## src/rtl/pe_pkg.sv

```systemverilog
// Shared constants and types for the Rice-decoder leading-one priority encoder.
package pe_pkg;

   localparam int PE_WIDTH = 32;
   localparam int PE_LW    = 5;

   typedef logic [PE_LW-1:0] pe_idx_t;

endpackage

```

## src/rtl/pencoder_msb_lod_node.sv

```systemverilog
// Leading-one-detect tree node: merges an upper and a lower child (valid, index)
// pair into the parent pair one level up the tree.
module lod_node #(
   parameter int LW    = 5,
   parameter int LEVEL = 0
) (
   input  logic          i_hi_v,
   input  logic [LW-1:0] i_hi_idx,
   input  logic          i_lo_v,
   input  logic [LW-1:0] i_lo_idx,
   output logic          o_v,
   output logic [LW-1:0] o_idx
);

   // Child indices only carry bits below LEVEL; the upper half wins whenever
   // it holds a one, and that choice becomes index bit LEVEL.
   always_comb begin
      o_idx        = i_hi_v ? i_hi_idx : i_lo_idx;
      o_idx[LEVEL] = i_hi_v;
      o_v          = i_hi_v | i_lo_v;
   end

endmodule

```

## src/rtl/pencoder_msb.sv

```systemverilog
// Registered 32-bit leading-one priority encoder: bit index of the highest set
// bit, the leading-zero count above it, and an all-zero flag, one cycle later.
module pencoder_msb
   import pe_pkg::*;
#(
   parameter int WIDTH = PE_WIDTH,
   parameter int LW    = PE_LW
) (
   input  logic             clk,
   input  logic             reset,
   input  logic             peen,
   input  logic [WIDTH-1:0] in,
   output logic [LW-1:0]    out,
   output logic [LW-1:0]    len,
   output logic             zero
);

   localparam logic [LW-1:0] MAX_IDX = LW'(WIDTH - 1);

   // Heap-ordered tree: node n has upper child 2n and lower child 2n+1; slots
   // WIDTH..2*WIDTH-1 are the input bits, MSB first, and node 1 is the root.
   logic          w_v   [1:2*WIDTH-1];
   logic [LW-1:0] w_idx [1:2*WIDTH-1];

   logic [LW-1:0] r_out;
   logic [LW-1:0] r_len;
   logic          r_zero;

   genvar k, j;
   generate
      for (k = 0; k < WIDTH; k++) begin : g_leaf
         assign w_v[WIDTH+k]   = in[WIDTH-1-k];
         assign w_idx[WIDTH+k] = '0;
      end

      for (j = 0; j < LW; j++) begin : g_lvl
         for (k = 0; k < (1 << j); k++) begin : g_node
            lod_node #(
               .LW    (LW),
               .LEVEL (LW - 1 - j)
            ) u_node (
               .i_hi_v   (w_v[2*((1 << j) + k)]),
               .i_hi_idx (w_idx[2*((1 << j) + k)]),
               .i_lo_v   (w_v[2*((1 << j) + k) + 1]),
               .i_lo_idx (w_idx[2*((1 << j) + k) + 1]),
               .o_v      (w_v[(1 << j) + k]),
               .o_idx    (w_idx[(1 << j) + k])
            );
         end
      end
   endgenerate

   // An all-zero word leaves the root index at 0, so len saturates at WIDTH-1.
   always_ff @(posedge clk) begin
      if (!reset) begin
         r_out  <= '0;
         r_len  <= '0;
         r_zero <= 1'b0;
      end else if (peen) begin
         r_out  <= w_idx[1];
         r_len  <= MAX_IDX - w_idx[1];
         r_zero <= ~w_v[1];
      end
   end

   assign out  = r_out;
   assign len  = r_len;
   assign zero = r_zero;

endmodule

```

## config.mk

```make
export PLATFORM = sky130hd
export DESIGN_NAME = pencoder_msb
export DESIGN_NICKNAME = d
export VERILOG_FILES = /design/src/rtl/pe_pkg.sv /design/src/rtl/pencoder_msb_lod_node.sv /design/src/rtl/pencoder_msb.sv
export SDC_FILE = /design/constraint.sdc
export NUM_CORES = 1
export LEC_CHECK = 0
export ABC_AREA = 1
export CELL_PAD_IN_SITES_DETAIL_PLACEMENT = 1
export CELL_PAD_IN_SITES_GLOBAL_PLACEMENT = 2
export CORE_MARGIN = 5
export CORE_UTILIZATION = 18
export DETAILED_ROUTE_END_ITERATION = 10
export GPL_ROUTABILITY_DRIVEN = 0
export GPL_TIMING_DRIVEN = 0
export PLACE_DENSITY_LB_ADDON = 0.1
export SLEW_MARGIN = 20
export SYNTH_ARGS = -nofsm -noshare
export SYNTH_HDL_FRONTEND = slang
export SYNTH_SLANG_ARGS = --single-unit
```

## constraint.sdc

```tcl
create_clock -name clk -period 1.3 [get_ports clk]
set_input_delay 0.26 -clock clk [delete_from_list [all_inputs] [get_ports clk]]
set_output_delay 0.26 -clock clk [all_outputs]
set_load 0.01 [all_outputs]
```

==> results_dict.tcl, run 1 <==
set metrics [dict create \
    status "finished clean" \
    yosysWarnings 0 \
    max_cap_viol_count 0 \
    clockPowerShare 0.348 \
    power_switching_mw 0.285 \
    clockBufferDepth 2 \
    swShare 0.287 \
    drt_iter0_markers 7 \
    area_delta_synth_final_pct 81.2 \
    rsz0062_at_grt "true" \
    grt_pass1_vias 1178 \
    r2r_start "out[1]" \
    drt_pass1_iterations 2 \
    core_area_sq_um 4750 \
    track_usage 0.0988 \
    post-route-min-period_ns 1.22 \
    drive_gt1_frac 0.250 \
    met1_usage 0.123 \
    worst-setup-path-type "primary input to flip-flop" \
    root_buffer "clkbuf_8" \
    fmax_mhz 818 \
    max-vdd-ir-drop_mv 0.529 \
    seq_power_share 0.365 \
    fin_cells 275 \
    power_density_nw_per_um2 620 \
    syn_inst 149 \
    start_kind "primary input" \
    row_count 25 \
    n_fill_cell 628 \
    post-synth-top-area-cell "dfxtp_1" \
    fp.dieW_um 80.1 \
    clkLatencyLatePin_ns 0.24 \
    hold_viol 0 \
    utilization 0.337 \
    synth_nets 184 \
    synth_top_area_share 0.249 \
    skew_ns 0 \
    synthArstFlopShare 0 \
    finalNetCount 244 \
    h-tree-depth 1 \
    postRouteAntennaNets 0 \
    relSlewSlack 0.791 \
    crit_path_end "len[1]" \
    grt_use_met2 0.166 \
    yosysSeqAreaShare 0.249 \
    fin_crit_sh 0.941 \
    clkSinkCount 11 \
    crit_arrival_ns 1.35 \
    yosysMostFrequentCell "nand2_1" \
    die-area_sq_um 6420 \
    placed_cells 261 \
    maxSlewViolCount 0 \
    p_int_mw 0.709 \
    met3_usage 0.0247 \
    antenna_found_initial 0 \
    cts_buffers 3 \
    cts_tree "built" \
    ys_types 19 \
    power.total_mw 0.994 \
    hold_buffers 0 \
    diodes 0 \
    synth.area.top_cells "dfxtp_1 25%, nand2_1 20%, inv_1 9.8%, nor2_1 7.6%, nor2_8 6.8%" \
    hold_path_class "flip-flop to flip-flop" \
    netlist_top_cells_count "47 x nand2_1, 23 x inv_1, 18 x nor2_1" \
    endpoint_kind "flip-flop" \
    ff_latch_area_sq_um 220 \
    syn_area_per_cell_sq_um 5.94 \
    dp_hpwl_um 2550 \
    grt-ovfl-total 0 \
    multi_input_comb_area_sq_um 658 \
    synth_flop_cell "dfxtp_1" \
    start_util 0.186 \
    p_comb_frac 0.287 \
    route.detailed.wl_per_inst_um 11.4 \
    clkTransAtPathRegs_ns 0.05 \
    die_y_um 80.1 \
    drcViolationCount 0 \
    ys_ff_latch 11 \
    via_count 1096 \
    power_leakage_nw 0.920 \
    ioPinCount 46 \
    io_buffers 45 \
    timing.critical_path.from "in[3]" \
    wirelength_um 3130 \
    r2r_end "out[1]" \
    reg2reg_slack_ns 0.59 \
    grt_max_degree 11 \
    via_per_inst 3.99 \
    grt.busiest_layer "met2" \
    syn_area_sq_um 885 \
    synth_edf_count 0 \
    required_ns 1.42 \
    rr_worst_depth 3 \
    path_max_fanout 2 \
    grt_pass1_wl_um 5090 \
    setup_viol 0 \
    worst_slew_pin_slew_ns 0.314 \
]
-- routing by layer --
layer	share of wire	up-vias
met5	0	-
met4	0.011	0
met3	0.059	4
met2	0.48	28
met1	0.45	489
li1	-	575
-- registers in the layout, summed over array words and instances (netlist names) --
name	cells
len	5
out	5
zero	1
-- timing repair --
action | 4_1_cts | 5_1_grt
gates resized for setup | 52 | 19
setup buffers | 9 | 1
endpoints found under the setup margin | 22 | 10
pin swaps | 28 | 14
gates cloned | 0 | 0
-- critical path, stage by stage --
cell,delay (ns)
clkdlybuf4s50_1,0.45
inv_1,0.05
nand2_2,0.07
nand2_1,0.05
nand2_1,0.07
nand2_2,0.05
nand2_2,0.06
inv_1,0.04
nand2_1,0.06
nand2_1,0.05
nor2_1,0.10
nor2_1,0.05
-- power by group through the flow --
| stage | Combinational (mW) | Sequential, mW | Clock (mW) |
|---|---|---|---|
| floorplan | 0.103 | 0.377 | 0 |
| finish | 0.285 | 0.363 | 0.346 |
| global route | 0.320 | 0.364 | 0.375 |
| global placement | 0.284 | 0.370 | 0 |
| detailed placement | 0.290 | 0.371 | 0 |
| CTS | 0.279 | 0.363 | 0.362 |
-- kinds of logic (layout without fill, tap and decap cells) --
logic type             after synthesis  count (layout)  synth area share
buffers and inverters               26              85             0.110
AO/OA/AOI/OAI                       21              21             0.137
flip-flops                          11              11             0.249
AND/OR/NAND/NOR                     91              91             0.504
-- metrics by stage --
stage	TNS [ns]	setup slack, ns	hold slack, ns	instance area [sq um]
floorplan	0	0.152	0.353	885
global placement	-3.82	-0.442	0.458	1420
detailed placement	-4.11	-0.487	0.465	1420
CTS	0	0.000460	0.475	1540
global route	-0.0579	-0.0358	0.495	1600
finish	0	0.0771	0.465	1600
-- cells in the final DEF, fill, tap and decap left out, drive strengths merged, types with 5 or more instances in the layout --
cell           instances
nand3                  8
dlygate4sd2           35
a21oi                 11
inv                   26
dfxtp                 11
nand2                 53
nor2                  26
o21ai                  7
clkdlybuf4s50          5
buf                   10
-- final cells by class --
cell class	count	area share
clock buffers	4	0.0281
well taps	67	0.0523
flip-flops and latches	11	0.137
multi-input cells	112	0.411
repair buffers	55	0.309
inverters	26	0.0625
-- worst min-delay path by stage --
stage / start / endpoint / slack (ns) / depth (start not counted)
2_1_floorplan: peen / len[3] / 0.35 / 1
3_3_place_gp: zero / zero / 0.46 / 2
3_5_place_dp: zero / zero / 0.46 / 2
4_1_cts: zero / zero / 0.47 / 2
5_1_grt: zero / zero / 0.50 / 2
6_report: zero / zero / 0.47 / 2
Power figures use the tool's default switching activity.
==> inputs of run 2 (changes only) <==
--- a/config.mk
+++ b/config.mk
@@ -18,3 +18,4 @@
 export SYNTH_ARGS = -nofsm -noshare
 export SYNTH_HDL_FRONTEND = slang
 export SYNTH_SLANG_ARGS = --single-unit
+export TNS_END_PERCENT = 100
==> results of run 2 <==
Final layout, timing and power as in run 1 (identical DEF).
==> inputs of run 3 (changes only) <==
--- a/config.mk
+++ b/config.mk
@@ -6,15 +6,14 @@
 export NUM_CORES = 1
 export LEC_CHECK = 0
 export ABC_AREA = 1
-export CELL_PAD_IN_SITES_DETAIL_PLACEMENT = 1
-export CELL_PAD_IN_SITES_GLOBAL_PLACEMENT = 2
+export CELL_PAD_IN_SITES_DETAIL_PLACEMENT = 0
+export CELL_PAD_IN_SITES_GLOBAL_PLACEMENT = 1
 export CORE_MARGIN = 5
-export CORE_UTILIZATION = 18
+export CORE_UTILIZATION = 25
 export DETAILED_ROUTE_END_ITERATION = 10
-export GPL_ROUTABILITY_DRIVEN = 0
+export GPL_ROUTABILITY_DRIVEN = 1
 export GPL_TIMING_DRIVEN = 0
 export PLACE_DENSITY_LB_ADDON = 0.1
-export SLEW_MARGIN = 20
 export SYNTH_ARGS = -nofsm -noshare
 export SYNTH_HDL_FRONTEND = slang
 export SYNTH_SLANG_ARGS = --single-unit
==> run 3 against run 2 <==
Net effect:
- sequential share of layout area rose by 0.45 points
- sequential power barely moved
- wire length fell by 16%
- critical path type unchanged
==> results_dict.tcl, run 3 (synthesis results as in run 1) <==
set metrics [dict create \
    wl_met3_um 179 \
    p_int_mw 0.613 \
    path_max_fanout 2 \
    power_switching_mw 0.265 \
    fp.dieW_um 69.5 \
    via_count 1079 \
    grt-ovfl-total 0 \
    clkSinkCount 11 \
    crit_arrival_ns 1.36 \
    track_usage 0.117 \
    io_buffers 45 \
    status "finished clean" \
    route.detailed.wl_per_inst_um 10.3 \
    hold_path_class "flip-flop to flip-flop" \
    start_kind "primary input" \
    h-tree-depth 1 \
    clkTransAtPathRegs_ns 0.08 \
    row_count 21 \
    power_density_nw_per_um2 566 \
    relSlewSlack 0.800 \
    wirelength_um 2620 \
    dpl-instance-area_sq_um 1390 \
    final_common_cell "nand2_1" \
    finalNetCount 244 \
    swShare 0.302 \
    postRouteAntennaNets 0 \
    endpoint_kind "flip-flop" \
    die-area_sq_um 4830 \
    top_layer "met4" \
    fmax_mhz 837 \
    clkLatencyLatePin_ns 0.26 \
    skew_ns 0 \
    drt_iter0_markers 26 \
    hold_viol 0 \
    met1_length_um 1220 \
    clockBufferDepth 2 \
    n_fill_cell 363 \
    ff_latch_area_sq_um 220 \
    power_leakage_nw 0.930 \
    root_buffer "clkbuf_4" \
    grt_pass1_wl_um 4850 \
    holdWs_ns 0.470 \
    die_y_um 69.5 \
    grt_pass1_vias 1105 \
    cts_tree "built" \
    start_util 0.261 \
    via_per_inst 4.25 \
    gp_congestion 0.792 \
    cts_buffers 3 \
    maxSlewViolCount 0 \
    met2WireLength_um 1210 \
    drt_pass1_iterations 4 \
    p_comb_frac 0.317 \
    drcViolationCount 0 \
    final_cell_area_sq_um 1550 \
    max-vdd-ir-drop_mv 0.448 \
    max_cap_viol_count 0 \
    dp_hpwl_um 2120 \
    worst-setup-path-type "primary input to flip-flop" \
    diodes 0 \
    fin_crit_sh 0.919 \
    grt_max_degree 11 \
    multi_input_comb_area_sq_um 633 \
    mostFrequentLayoutCells "40 x nand2_1, 27 x dlygate4sd2_1, 22 x inv_1" \
    core_area_sq_um 3390 \
    post-route-min-period_ns 1.19 \
    setup_viol 0 \
    drive_gt1_frac 0.236 \
    area_delta_synth_final_pct 75.4 \
    seq_power_share 0.411 \
    antenna_found_initial 0 \
    worst_slew_pin_slew_ns 0.300 \
    hold_buffers 0 \
    clockPowerShare 0.272 \
    required_ns 1.47 \
    ioPinCount 46 \
]
-- run 3: changes by cell type in the layout (fill, tap and decap cells not counted), moves of 2 or more --
| cell | previous run | this run |
|---|---|---|
| dlygate4sd2_1 | 35 | 27 |
| dlymetal6s2s_1 | 4 | 9 |
| clkbuf_4 | 0 | 3 |
| clkbuf_8 | 3 | 0 |
| clkdlybuf4s50_1 | 5 | 8 |
| nand2_1 | 37 | 40 |
| nand2_4 | 5 | 3 |
| nor2_2 | 6 | 8 |
-- run 3: worst paths after layout --
| kind | depth (start not counted) | slack (ns) | from | end |
|---|---|---|---|---|
| max | 12 | 0.11 | in[7] | len[1] |
| min | 2 | 0.47 | zero | zero |
| max reg2reg | 3 | 0.60 | out[1] | out[1] |
| min reg2reg | 2 | 0.47 | zero | zero |
-- run 3: cell type report --
type | count | share of cell area
multi-input cells | 112 | 0.408
repair buffers | 55 | 0.331
clock buffers | 4 | 0.0169
well taps | 46 | 0.0371
inverters | 26 | 0.0645
flip-flops and latches | 11 | 0.142
-- run 3: worst max-delay path, stage by stage --
cell,delay (ns)
clkdlybuf4s50_1,0.47
inv_1,0.05
nand2_2,0.08
inv_1,0.04
nand2_1,0.07
nand2_2,0.05
nand2_2,0.06
inv_1,0.04
nand2_1,0.04
nand2_1,0.05
nor2_1,0.10
nor2_1,0.04
-- run 3: per-layer routing --
| layer | GRT usage | up-vias |
|---|---|---|
| li1 | - | 582 |
| met1 | 0.150 | 468 |
| met2 | 0.190 | 27 |
| met3 | 0.0319 | 2 |
| met4 | 0.0390 | 0 |
| met5 | 0 | - |
-- run 3: power groups by stage --
stage | clock network (mW) | registers, mW | logic, mW
after floorplan | 0 | 0.377 | 0.103
after global placement | 0 | 0.369 | 0.281
after detailed placement | 0 | 0.370 | 0.284
after CTS | 0.245 | 0.361 | 0.271
after global routing | 0.271 | 0.364 | 0.314
final | 0.239 | 0.361 | 0.278
-- run 3: stage by stage --
stage	cells	util	TNS, ns	setup slack [ns]	total power, mW
6_report	254	0.458	0	0.105	0.878
5_1_grt	254	0.458	-0.0272	-0.0198	0.949
4_1_cts	254	0.437	0	0.0000709	0.877
3_5_place_dp	240	0.411	-4.02	-0.463	0.654
3_3_place_gp	240	0.411	-3.67	-0.455	0.650
2_1_floorplan	149	-	0	0.152	0.481
-- run 3: timing repair --
item / CTS / global route
endpoints found under the setup margin: 20 / 9
gates resized for setup: 35 / 26
pin swaps: 19 / 17
setup buffers: 10 / 0
==> RTL edit, RTL diff (settings of run 1) <==
Register the inputs `peen` and `in` before use, cleared by the reset. The logic sees them one clock later.
--- a/src/rtl/pencoder_msb.sv
+++ b/src/rtl/pencoder_msb.sv
@@ -18,4 +18,17 @@
    localparam logic [LW-1:0] MAX_IDX = LW'(WIDTH - 1);
 
+   logic peen_q;
+   logic [WIDTH-1:0] in_q;
+
+   always_ff @(posedge clk) begin
+      if (!reset) begin
+         peen_q <= '0;
+         in_q   <= '0;
+      end else begin
+         peen_q <= peen;
+         in_q   <= in;
+      end
+   end
+
    // Heap-ordered tree: node n has upper child 2n and lower child 2n+1; slots
    // WIDTH..2*WIDTH-1 are the input bits, MSB first, and node 1 is the root.
@@ -30,5 +43,5 @@
    generate
       for (k = 0; k < WIDTH; k++) begin : g_leaf
-         assign w_v[WIDTH+k]   = in[WIDTH-1-k];
+         assign w_v[WIDTH+k]   = in_q[WIDTH-1-k];
          assign w_idx[WIDTH+k] = '0;
       end
@@ -57,5 +70,5 @@
          r_len  <= '0;
          r_zero <= 1'b0;
-      end else if (peen) begin
+      end else if (peen_q) begin
          r_out  <= w_idx[1];
          r_len  <= MAX_IDX - w_idx[1];
Formal check against the unedited RTL: not equivalent (a bounded check fails within 4 cycles, from zero or initial values and one cycle with reset low).
==> RTL edit against run 1 <==
Via count rose by 45%. Core utilization fell by 6.3 points. Routed wire length rose by 51%. Worst setup slack got worse by 0.025 ns. Design area rose by 68%. Clock power rose to 3.0 times the old value. Synthesized cell count rose by 67%. Area after synthesis rose by 110%. Global-route usage fell by 1.4 points. Largest power group unchanged. First-iteration DRC count rose to 4.1 times the old value. Power rose to 3.0 times the old value. Final cell count rose by 60%. Critical endpoint is now out[1]. Count of clock-buffer cells in the layout rose by 2. Sequential cell count rose by 33.
==> RTL edit: results <==
{
  "status": "completed",
  "portBuffers": 44,
  "drv_slew": 0,
  "largest_register": "in_q",
  "pre_cts_slack_ns": -0.06463,
  "drt-total-wl_um": 4709,
  "dr.pass1.iters": 4,
  "clockBufferDepth": 2,
  "n_antenna_cell": 0,
  "hold_class": "primary input to flip-flop",
  "placed_area_mm2": 0.002421,
  "ys.flop_type": "dfxtp_1",
  "clock-root-buffer": "clkbuf_8",
  "grt_first_pass_wirelength_um": 7810,
  "cts_made_buffers": 5,
  "cap_violations": 0,
  "cp_max_fo": 4,
  "worst_pin_slew_ns": 0.6366,
  "synth_nets": 284,
  "grt_usage": 0.08530,
  "yosysSeqAreaShare": 0.4855,
  "critical_path.top_delay_family": "simple AND/OR/NAND/NOR gates",
  "async_flop_share": 0,
  "leakagePower_nw": 1.434,
  "cpPeakStageDelay_ns": 0.34,
  "synth_cell_types": 22,
  "vias": 1594,
  "clock_latency_ns": 0.29,
  "cts_max_level": 2,
  "drtIter0Drc": 29,
  "vdd_drop_max_uv": 337.3,
  "ys_warn_count": 0,
  "antenna_found_initial": 0,
  "synth_area_leaders": "dfxtp_1 (49%), nand2_1 (15%), inv_1 (11%)",
  "layout.nets": 341,
  "synthTopCellsByCount": "nand2_1 (71), inv_1 (55), dfxtp_1 (44)",
  "hpwlAfterDp_um": 3606,
  "clk_pin_slew_ns": 0.09,
  "clock_skew_ns": 0.008962,
  "cpMaxStageDelayCell": "dfxtp_2",
  "grt_max_degree": 14,
  "drive_gt1_frac": 0.1987,
  "worst_ep_arrival_time_ns": 1.44,
  "largest_register_ffs": 32
}
RTL edit: worst paths after layout:
| kind | start | end | slack [ns] | cells after the start |
|---|---|---|---|---|
| worst max-delay path | in_q[27] | out[1] | 0.05 | 10 |
| worst min-delay path | reset | in_q[24] | 0.20 | 3 |
| worst max register to register | in_q[27] | out[1] | 0.05 | 10 |
| worst min register to register | len[2] | len[2] | 0.47 | 2 |
RTL edit: cell families (layout without fill, tap and decap cells):
logic type / after synthesis / count (layout) / share of synthesized area
buf+inv: 63 / 121 / 0.1386
compound gates: 24 / 24 / 0.07724
simple gates: 118 / 118 / 0.2986
flops: 44 / 44 / 0.4855
RTL edit: timing repair:
| item | 4_1_cts | 5_1_grt |
|---|---|---|
| pin swaps | 4 | 14 |
| endpoints found under the setup margin | 17 | 9 |
| buffers inserted | 3 | 3 |
| gates cloned | 0 | 0 |
| gates resized for setup | 20 | 34 |
RTL edit: through the flow:
step                  util  hold WS (ns)  instances
global route        0.2741        0.1956        440
global placement    0.2466        0.4691        426
detailed placement  0.2466        0.4751        426
floorplan                -        0.3535        249
finish              0.2741        0.2049        440
CTS                 0.2612        0.1979        437
RTL edit: power breakdown:
| group | internal [mW] | switching [mW] |
|---|---|---|
| sequential | 1.42 | 0.0450 |
| combinational | 0.242 | 0.249 |
| clock | 0.571 | 0.458 |
| total | 2.24 | 0.752 |
RTL edit: worst reg2reg max path: stages, from the launching register on:
cell and delay (ns):
dfxtp_2 0.34, nor2_4 0.13, nand2_4 0.08, nor2_8 0.14, nand2_4 0.10, nand2_4 0.09
inv_4 0.04, nand2_2 0.04, nand2_1 0.04, nor2_1 0.10, nor2_1 0.04
RTL edit: routing by layer:
layer | vias up | track usage | routed length [µm]
li1 | 839 | - | -
met1 | 715 | 0.1196 | 2351
met2 | 32 | 0.1231 | 2068
met3 | 8 | 0.02330 | 213
met4 | 0 | 0.03430 | 75
met5 | - | 0 | 0
RTL edit: area by class of cell:
type	count	area, µm²
repair buffers	50	471.7
multi-input cells	142	802.0
fillers	1241	7128
inverters	58	220.2
plain buffers	5	33.78
flip-flops and latches	44	889.6
clock buffers	6	72.57
clock inverters	2	35.03
well taps	133	166.4
